===== src/rtl/uart_screen_pkg.sv =====
// rtl/uart_screen_pkg.sv - shared state encoding and byte constants for the UART screen controller
package uart_screen_pkg;

  typedef enum logic [1:0] {
    ST_IDLE   = 2'd0,
    ST_SCROLL = 2'd1,
    ST_CLEAR  = 2'd2
  } state_e;

  localparam logic [7:0] LF          = 8'h0A;
  localparam logic [7:0] CR          = 8'h0D;
  localparam logic [7:0] BS          = 8'h08;
  localparam logic [7:0] FF          = 8'h0C;
  localparam logic [7:0] SPACE       = 8'h20;
  localparam logic [7:0] CURSOR_CHAR = 8'h5F;

  localparam logic [7:0] PRINT_MIN = 8'h20;
  localparam logic [7:0] PRINT_MAX = 8'h7E;

  function automatic logic is_printable(input logic [7:0] b);
    return (b >= PRINT_MIN) && (b <= PRINT_MAX);
  endfunction

endpackage


===== src/rtl/screen_buf_ram.sv =====
// rtl/screen_buf_ram.sv - character buffer, one synchronous write port, two combinational read taps
module screen_buf_ram #(
  parameter int DEPTH = 64,
  parameter int AW    = 6
) (
  input  logic          clk,
  input  logic          we,
  input  logic [AW-1:0] waddr,
  input  logic [7:0]    wdata,
  input  logic [AW-1:0] raddr_a,
  output logic [7:0]    rdata_a,
  input  logic [AW-1:0] raddr_b,
  output logic [7:0]    rdata_b
);

  logic [7:0] mem [DEPTH];

  // No reset: the controller sweeps every entry with spaces on reset.
  always_ff @(posedge clk) begin
    if (we) begin
      mem[waddr] <= wdata;
    end
  end

  assign rdata_a = mem[raddr_a];
  assign rdata_b = mem[raddr_b];

endmodule


===== src/rtl/uart_screen_ctrl.sv =====
// rtl/uart_screen_ctrl.sv - UART byte stream to terminal character buffer; optional UART_SCREEN_CURSOR_BLINK_EN
module uart_screen_ctrl
  import uart_screen_pkg::*;
#(
  parameter int COLS         = 16,
  parameter int ROWS         = 4,
  parameter int BLINK_CYCLES = 13500000
) (
  input  logic                          i_clk,
  input  logic                          i_rst,
  input  logic [7:0]                    i_byte,
  input  logic                          i_valid,
  output logic                          o_ready,
  input  logic [$clog2(ROWS*COLS)-1:0]  i_char_addr,
  output logic [7:0]                    o_char,
  output logic [$clog2(ROWS)-1:0]       o_cursor_row,
  output logic [$clog2(COLS)-1:0]       o_cursor_col,
  output logic                          o_busy
);

  localparam int N  = ROWS * COLS;
  localparam int AW = $clog2(N);
  localparam int RW = $clog2(ROWS);
  localparam int CW = $clog2(COLS);

  localparam logic [AW-1:0] K_LAST      = AW'(N - 1);
  localparam logic [AW-1:0] K_SHIFT_END = AW'((ROWS - 1) * COLS);
  localparam logic [AW-1:0] ROW_OFS     = AW'(COLS);
  localparam logic [RW-1:0] ROW_LAST    = RW'(ROWS - 1);
  localparam logic [CW-1:0] COL_LAST    = CW'(COLS - 1);

  state_e        state_q, state_d;
  logic [AW-1:0] k_q, k_d;
  logic [RW-1:0] row_q, row_d;
  logic [CW-1:0] col_q, col_d;
  logic [7:0]    char_q;

  logic          we;
  logic [AW-1:0] waddr;
  logic [7:0]    wdata;
  logic [AW-1:0] src_addr;
  logic [7:0]    src_data;
  logic [7:0]    rd_data;
  logic [AW-1:0] cursor_addr;
  logic          do_newline;

  assign cursor_addr = {row_q, col_q};

  screen_buf_ram #(.DEPTH(N), .AW(AW)) u_buf (
    .clk     (i_clk),
    .we      (we),
    .waddr   (waddr),
    .wdata   (wdata),
    .raddr_a (i_char_addr),
    .rdata_a (rd_data),
    .raddr_b (src_addr),
    .rdata_b (src_data)
  );

  always_comb begin
    state_d    = state_q;
    k_d        = k_q;
    row_d      = row_q;
    col_d      = col_q;
    we         = 1'b0;
    waddr      = k_q;
    wdata      = SPACE;
    src_addr   = k_q + ROW_OFS;
    do_newline = 1'b0;

    case (state_q)
      ST_IDLE: begin
        if (i_valid) begin
          if (is_printable(i_byte)) begin
            we    = 1'b1;
            waddr = cursor_addr;
            wdata = i_byte;
            if (col_q == COL_LAST) begin
              col_d      = '0;
              do_newline = 1'b1;
            end else begin
              col_d = col_q + CW'(1);
            end
          end else begin
            case (i_byte)
              LF: begin
                col_d      = '0;
                do_newline = 1'b1;
              end
              CR: col_d = '0;
              BS: begin
                if (col_q != '0) begin
                  col_d = col_q - CW'(1);
                  we    = 1'b1;
                  waddr = {row_q, col_q - CW'(1)};
                  wdata = SPACE;
                end
              end
              FF: begin
                state_d = ST_CLEAR;
                k_d     = '0;
                row_d   = '0;
                col_d   = '0;
              end
              default: ;
            endcase
          end
        end
        // Newline on the last row keeps the cursor row and scrolls instead.
        if (do_newline) begin
          if (row_q == ROW_LAST) begin
            state_d = ST_SCROLL;
            k_d     = '0;
          end else begin
            row_d = row_q + RW'(1);
          end
        end
      end
      ST_SCROLL: begin
        we    = 1'b1;
        wdata = (k_q < K_SHIFT_END) ? src_data : SPACE;
        k_d   = k_q + AW'(1);
        if (k_q == K_LAST) begin
          state_d = ST_IDLE;
          k_d     = '0;
        end
      end
      ST_CLEAR: begin
        we    = 1'b1;
        wdata = SPACE;
        k_d   = k_q + AW'(1);
        if (k_q == K_LAST) begin
          state_d = ST_IDLE;
          k_d     = '0;
        end
      end
      default: begin
        state_d = ST_CLEAR;
        k_d     = '0;
      end
    endcase
  end

  always_ff @(posedge i_clk) begin
    if (i_rst) begin
      state_q <= ST_CLEAR;
      k_q     <= '0;
      row_q   <= '0;
      col_q   <= '0;
      char_q  <= SPACE;
    end else begin
      state_q <= state_d;
      k_q     <= k_d;
      row_q   <= row_d;
      col_q   <= col_d;
      char_q  <= rd_data;
    end
  end

  assign o_ready      = (state_q == ST_IDLE);
  assign o_busy       = (state_q != ST_IDLE);
  assign o_cursor_row = row_q;
  assign o_cursor_col = col_q;

`ifdef UART_SCREEN_CURSOR_BLINK_EN
  localparam int BW = $clog2(BLINK_CYCLES + 1);

  logic [BW-1:0] blink_cnt;
  logic          blink_phase;
  logic [AW-1:0] addr_q;

  always_ff @(posedge i_clk) begin
    if (i_rst) begin
      blink_cnt   <= '0;
      blink_phase <= 1'b0;
      addr_q      <= '0;
    end else begin
      addr_q <= i_char_addr;
      if (blink_cnt == BW'(BLINK_CYCLES - 1)) begin
        blink_cnt   <= '0;
        blink_phase <= ~blink_phase;
      end else begin
        blink_cnt <= blink_cnt + BW'(1);
      end
    end
  end

  // addr_q matches the address char_q was fetched from, so the overlay lines up with the data.
  assign o_char = (blink_phase && (state_q == ST_IDLE) && (addr_q == cursor_addr))
                  ? CURSOR_CHAR : char_q;
`else
  assign o_char = char_q;
`endif

endmodule


===== config.mk =====
export PLATFORM = sky130hd
export DESIGN_NAME = uart_screen_ctrl
export DESIGN_NICKNAME = d
export VERILOG_FILES = /design/src/rtl/uart_screen_pkg.sv /design/src/rtl/screen_buf_ram.sv /design/src/rtl/uart_screen_ctrl.sv
export SDC_FILE = /design/constraint.sdc
export NUM_CORES = 1
export LEC_CHECK = 0
export CORE_MARGIN = 5
export CORE_UTILIZATION = 63
export CTS_CLUSTER_DIAMETER = 30
export CTS_CLUSTER_SIZE = 12
export DETAILED_ROUTE_END_ITERATION = 8
export PLACE_DENSITY = 0.83
export SYNTH_ARGS = -nofsm -noshare
export SYNTH_HDL_FRONTEND = slang
export SYNTH_SLANG_ARGS = --single-unit

===== constraint.sdc =====
create_clock -name i_clk -period 7.83 [get_ports i_clk]
set_clock_uncertainty 0.05 [all_clocks]
set_input_delay 1.566 -clock i_clk [delete_from_list [all_inputs] [get_ports i_clk]]
set_output_delay 1.566 -clock i_clk [all_outputs]
set_load 0.02 [all_outputs]

Word level (Yosys, flattened, before mapping)
Memory sizes are Yosys's and may differ from the RTL's. A register that Yosys moved wholly into a read port is not among the register bits.
Cells that the tools add are included.
{"block": "word_totals", "reg_bits": 14, "latchBits": 0, "ram_bits": 512, "romBits": 0, "in_bits": 17, "out_inout_bits": 16, "wordCells": 76, "mem_count": 1}
{"name": "u_buf.mem", "depth": 64, "word_bits": 8, "read_ports": 2, "rd_ports_with_merged_regs": 1, "write_ports": 1, "line_no": "screen_buf_ram.sv:16", "source": "logic [7:0] mem [DEPTH];"}
{"block": "classes", "n_addsub": 5, "mul": 0, "div_mod_pow": 0, "n_lt_le_gt_ge": 3, "n_eq_ne": 11, "shifts": 0, "n_mux": 44, "n_bitwise": 0, "reduce_logical": 8}
{"op": "$mux W6", "n": 11}
{"op": "$eq A8 B4 Y1 const B", "n": 4}
{"op": "$mux W8", "n": 3}
{"op": "$mux W2", "n": 11}
{"op": "$pmux W8 S2", "n": 1}
{"op": "$mux W4", "n": 3}
{"op": "$pmux W6 S2", "n": 1}
{"op": "$mux W1", "n": 11}
{"op": "$ge A8 B6 Y1 const B", "n": 1}
{"op": "$le A8 B7 Y1 const B", "n": 1}
{"op": "$pmux W4 S2", "n": 1}
{"op": "$add A6 B1 Y6 const B", "n": 1}
{"op": "$add A6 B5 Y6 const B", "n": 1}
{"op": "$eq A6 B6 Y1 const B", "n": 1}
{"op": "$lt A6 B6 Y1 const B", "n": 1}
{"op": "$add A4 B1 Y4 const B", "n": 1}
{"op": "$eq A2 B2 Y1 const B", "n": 2}
{"op": "$eq A4 B4 Y1 const B", "n": 1}
{"op": "$pmux W2 S2", "n": 1}
{"op": "$reduce_and A4 Y1", "n": 1}
{"op": "$reduce_bool A4 Y1", "n": 1}
{"op": "$sub A4 B1 Y4 const B", "n": 1}
{"op": "$ne A3 B3 Y1 const B", "n": 1}
{"op": "$reduce_bool A3 Y1", "n": 1}
{"op": "other kinds (9)", "n": 9}

Depth between registers and ports, before layout
{"block": "logic_depth", "word_depth": 8, "ltp_mapped": 11}

Hierarchy
Synthesis repeated with hierarchy kept, for this count alone.
{"block": "unflattened", "cells_unflattened": 1378, "area_unflattened_um2": 25464.4}
{"module": "screen_buf_ram", "n_inst": 1, "cells_per_inst": 1195, "area_per_inst_um2": 23954.2, "seq_area_each_um2": 15374.7}
{"module": "uart_screen_ctrl", "n_inst": 1, "cells_per_inst": 183, "area_per_inst_um2": 1510.2, "seq_area_each_um2": 440.4}

Worst setup path before layout
Ideal clock, no wire load.
{"block": "synth_timing", "path_kind": "flip-flop to flip-flop", "start": "reg k_q[2]", "end": "mem u_buf.mem[0][6], data pin", "setup_ns": 0.905, "t_arrival_ns": 5.227, "required_ns": 6.875, "slack_ns": 1.648, "stages_incl_launch_ff": 7, "cell_sequence": "dfxtp_1 clkbuf_1 buf_4 clkbuf_1 clkbuf_1 mux2i_1 o41ai_1"}
{"block": "synth_between", "elab_chain_len": 4, "elab_cells_between_ends": 5, "cone_classes": "add/sub (1); order compare (1); mux (2); memory (1)"}
{"element": "start: declaration", "line_no": "uart_screen_ctrl.sv:33", "source": "logic [AW-1:0] k_q, k_d;"}
{"element": "start signal: assignment", "line_no": "uart_screen_ctrl.sv:153", "source": "k_q <= k_d;"}
{"element": "$add A6 B5 Y6", "line_no": "uart_screen_ctrl.sv:68", "source": "src_addr = k_q + ROW_OFS;"}
{"element": "$mem_v2 Z64 W8"}
{"element": "$mux W8 *", "line_no": "uart_screen_ctrl.sv:121", "source": "wdata = (k_q < K_SHIFT_END) ? src_data : SPACE;"}
{"element": "$pmux W8 S2 *", "line_no": "uart_screen_ctrl.sv:71", "source": "case (state_q)"}
{"element": "named net u_buf.wdata[6]", "line_no": "screen_buf_ram.sv:9", "source": "input logic [7:0] wdata,"}
{"element": "end: declaration", "line_no": "screen_buf_ram.sv:16"}
The timed path passes the listed nets; every way through them passes the cells marked *.

Final worst setup path
{"block": "layout_timing", "start": "in i_byte[6]", "end": "mem u_buf.mem[1][2] (enable)"}
{"block": "layout_between", "elab_chain_len": 7, "elab_cells_between_ends": 14, "cone_classes": "order compare (2); eq/ne (1); mux (10); reduce/logical (1)"}
{"element": "start: declaration", "line_no": "uart_screen_ctrl.sv:11", "source": "input logic [7:0] i_byte,"}
{"element": "$ge A8 B6 Y1, or another cell as far along", "line_no": "uart_screen_pkg.sv:21", "source": "return (b >= PRINT_MIN) && (b <= PRINT_MAX);"}
{"element": "$logic_and A1 B1 Y1 or $mux W1 (tied branches)", "line_no": "uart_screen_pkg.sv:21, uart_screen_ctrl.sv:85"}
{"element": "$mux W1", "line_no": "uart_screen_ctrl.sv:74", "source": "if (is_printable(i_byte)) begin"}
{"element": "$mux W1", "line_no": "uart_screen_ctrl.sv:73", "source": "if (i_valid) begin"}
{"element": "$pmux W1 S2", "line_no": "uart_screen_ctrl.sv:71"}
{"element": "$mux W1", "line_no": "screen_buf_ram.sv:20", "source": "if (we) begin"}
{"element": "$mux W1 (not written as such)", "line_no": "screen_buf_ram.sv:21", "source": "mem[waddr] <= wdata;"}
Several ways; a longest one is shown, not always the timed one.

==> results.txt <==
status -> complete, no violations
Crit. End Element -> register
final WL -> 76.0 mm
core footprint -> 0.0399 mm²
CTS root buf -> clkbuf_16
Detailed Place HPWL -> 43.6 mm
DRC viols -> 0
# H-tree levels -> 3
CTS Buf Count -> 98
Synth Warn # -> 0
Syn Area/Cell -> 19.0 µm²
# resized after CTS -> 0
Startpoint Class -> input port
cell area after synthesis -> 0.0255 mm²
Vias -> 15,886
Max Cap Viol -> 0
Critical Path Fanout Max -> 12
dominant cells by area after synthesis -> edfxtp_1 60%, mux4_2 26%, dfxtp_1 1.7%
Post-synth top flop -> edfxtp_1
Final Worst Setup Slack -> 2.38 ns
Layout Nets -> 1,422
Rows -> 73
RSZ-0062 raised after global routing -> no
TritonRoute pass-1 iters -> 9
Post-CTS Setup Inserts -> 0
Final Critical Period -> 5.45 ns
Cell Chain, Critical Path -> clkdlybuf4s50_1 -> nand4_1 -> o211ai_1 -> a21oi_1 -> a311oi_2 -> nand3_1 -> nor2_1
Pwr Density -> 288 mW/mm²
clk sinks -> 534
Initial DRC Count -> 2,833
drt via density -> 7.91
Fin Setup TNS -> 0 ns
synthesized flop and latch total -> 534
Max stage delay on crit path -> 0.92 ns
share of cells above drive strength 1 -> 35.5%
Post-Syn Nets -> 1,370
leakage power -> 9.73 nW
GPL Wtd Cong -> 0.962
post-synth top area cell -> edfxtp_1
post-route cell area -> 0.0297 mm²
WS Path Type -> input port to register
largest net degree at the start of global routing -> 121
period utilization -> 69.7%
Final ANT Viol Nets -> 0
Worst-Skew Late Latency -> 0.67 ns
worst hold path type -> register to register
Place WS -> 2.08 ns
CTS tree -> yes
Initial Utilization -> 64.0%
ys async rst share -> 0%
Critical-path top delay cell -> o211ai_1
Seq/Total Area, Yosys -> 61.9%
die area -> 0.0447 mm²
Cell variety after synth -> 65
Die H -> 211 µm
Syn-to-layout area delta -> 16.5%
Synth top area share -> 60.2%
Top-Level Pins -> 33
Worst-Margin Slew -> 1.09 ns
Mapped Cells -> 1,345
Max VDD drop -> 0.177 mV
slew margin rel. -> 27.2%
CTS Hold Bufs -> 0
Req. time, crit path -> 8.06 ns
post-placement cell area -> 0.0263 mm²
GRT overflow -> 0
PortBufs -> 32
count of final max-slew check failures -> 0
chip width -> 211 µm
Worst Path Arrival -> 5.68 ns
EDFF count, synth -> 512
Routed wire per std cell -> 37.9 µm
Final Hold Violating Endpoints -> 0
maximum clock rate -> 0.183 GHz
CTS max path bufs -> 3
critical path buffer and inverter count -> 1
Clk pin slew, worst setup/hold paths -> 0.05 ns
global-route wire length before repair -> 111 mm
vias in the first global route -> 15,981
post-layout util -> 74.5%
endpoints failing setup -> 0
total global-route track usage -> 34.6%
initial antenna violation count -> 1
CP delay by family, top -> compound AO/OA/AOI/OAI gates
Tot Pwr -> 8.56 mW
[final timing paths]
path | start | end | slack [ns] | cells past startpoint
max | i_byte[6] | u_buf.mem[1][2] | 2.38 | 7
min | state_q[0] | state_q[0] | 0.49 | 2
max reg2reg | k_q[0] | u_buf.mem[6][1] | 3.20 | 8
min reg2reg | state_q[0] | state_q[0] | 0.49 | 2
[worst min-delay path, stage by stage, from the launching register on]
cell and delay [ns]:
dfxtp_1 0.33, inv_1 0.08, a221oi_1 0.07
[metrics by stage]
stage	hold slack, ns	instances
floorplan	0.434	1345
global placement	0.462	1822
detailed placement	0.482	1822
CTS	0.494	2005
global route	0.528	2005
finish	0.493	2008
[power by group]
group | switching [mW] | internal, mW | leakage (nW)
logic | 0.576 | 0.423 | 2.88
registers | 0.0479 | 3.16 | 5.22
clock network | 1.57 | 2.79 | 1.63
[cell usage in the layout, fill, tap and decap left out, types with 4 or more instances in the layout]
master             n
nor2b_1           16
dfxtp_1           19
nand2_1           37
a211oi_1          12
inv_6             15
nor2_1            69
buf_4             15
clkbuf_16         98
nand2b_1           8
bufinv_16         14
inv_1             15
clkinv_4           7
clkbuf_1           8
a22oi_1           11
nor3_1             7
nand3b_1          11
nand3_1           28
mux2i_1           26
o31ai_1            9
clkinv_2          10
clkinvlp_4         9
nor2_2            16
o22ai_1           11
a31oi_1            4
mux4_2           298
o211ai_1           7
a21oi_1           27
edfxtp_1         512
clkinv_1          15
or3_1              7
o21ai_0           22
ha_1               8
o2111ai_1          5
clkdlybuf4s50_1   28
[routing by layer]
layer / part of all wire, % / track usage (%) / vias up / routed length (µm)
li1: - / - / 5946 / -
met1: 32 / 46.3 / 7970 / 24400
met2: 46 / 51.9 / 1627 / 35200
met3: 15 / 11.0 / 343 / 11100
met4: 6.9 / 18.6 / 0 / 5270
met5: 0 / 0 / - / 0
[synthesized netlist by cell type (all sizes together) (4+ instances only)]
| cell | count |
|---|---|
| nand3b | 11 |
| a21oi | 27 |
| buf | 40 |
| inv | 15 |
| mux4 | 298 |
| a211oi | 12 |
| nor3 | 7 |
| o21ai | 26 |
| clkbuf | 58 |
| o22ai | 12 |
| mux2i | 26 |
| a22oi | 11 |
| nand2b | 10 |
| o2111ai | 5 |
| o221ai | 5 |
| o211ai | 7 |
| dfxtp | 22 |
| nand2 | 39 |
| nand3 | 30 |
| nor2b | 16 |
| o31ai | 9 |
| ha | 8 |
| nor2 | 85 |
| a31oi | 4 |
| edfxtp | 512 |
| or3 | 7 |
[kinds of logic after synthesis]
| logic type | Yosys count | synth area share, % |
|---|---|---|
| flip-flops | 534 | 61.9 |
| multiplexers | 325 | 27.3 |
| AND/OR/NAND/NOR | 223 | 4.48 |
| AO/OA/AOI/OAI | 142 | 3.94 |
| buffers and inverters | 113 | 1.91 |
| adder cells (fa/ha/maj) | 8 | 0.392 |
[area by class of cell]
| cell class | count | area (µm²) |
|---|---|---|
| fill | 2003 | 10200 |
| antenna | 3 | 7.51 |
| clock buffer | 106 | 2480 |
| timing repair buffer | 50 | 488 |
| multi-input combinational | 698 | 9320 |
| tap | 525 | 657 |
| clock inverter | 77 | 912 |
| sequential | 534 | 15800 |
| inverter | 15 | 56.3 |
[state kept, by name, indices dropped and copies added (netlist names)]
| register | flops |
|---|---|
| u_buf.mem | 512 |
| o_char | 8 |
| k_q | 6 |
| o_cursor_col | 4 |
| o_cursor_row | 2 |
| state_q | 2 |
Note: power is estimated with default switching activity, not from simulation.
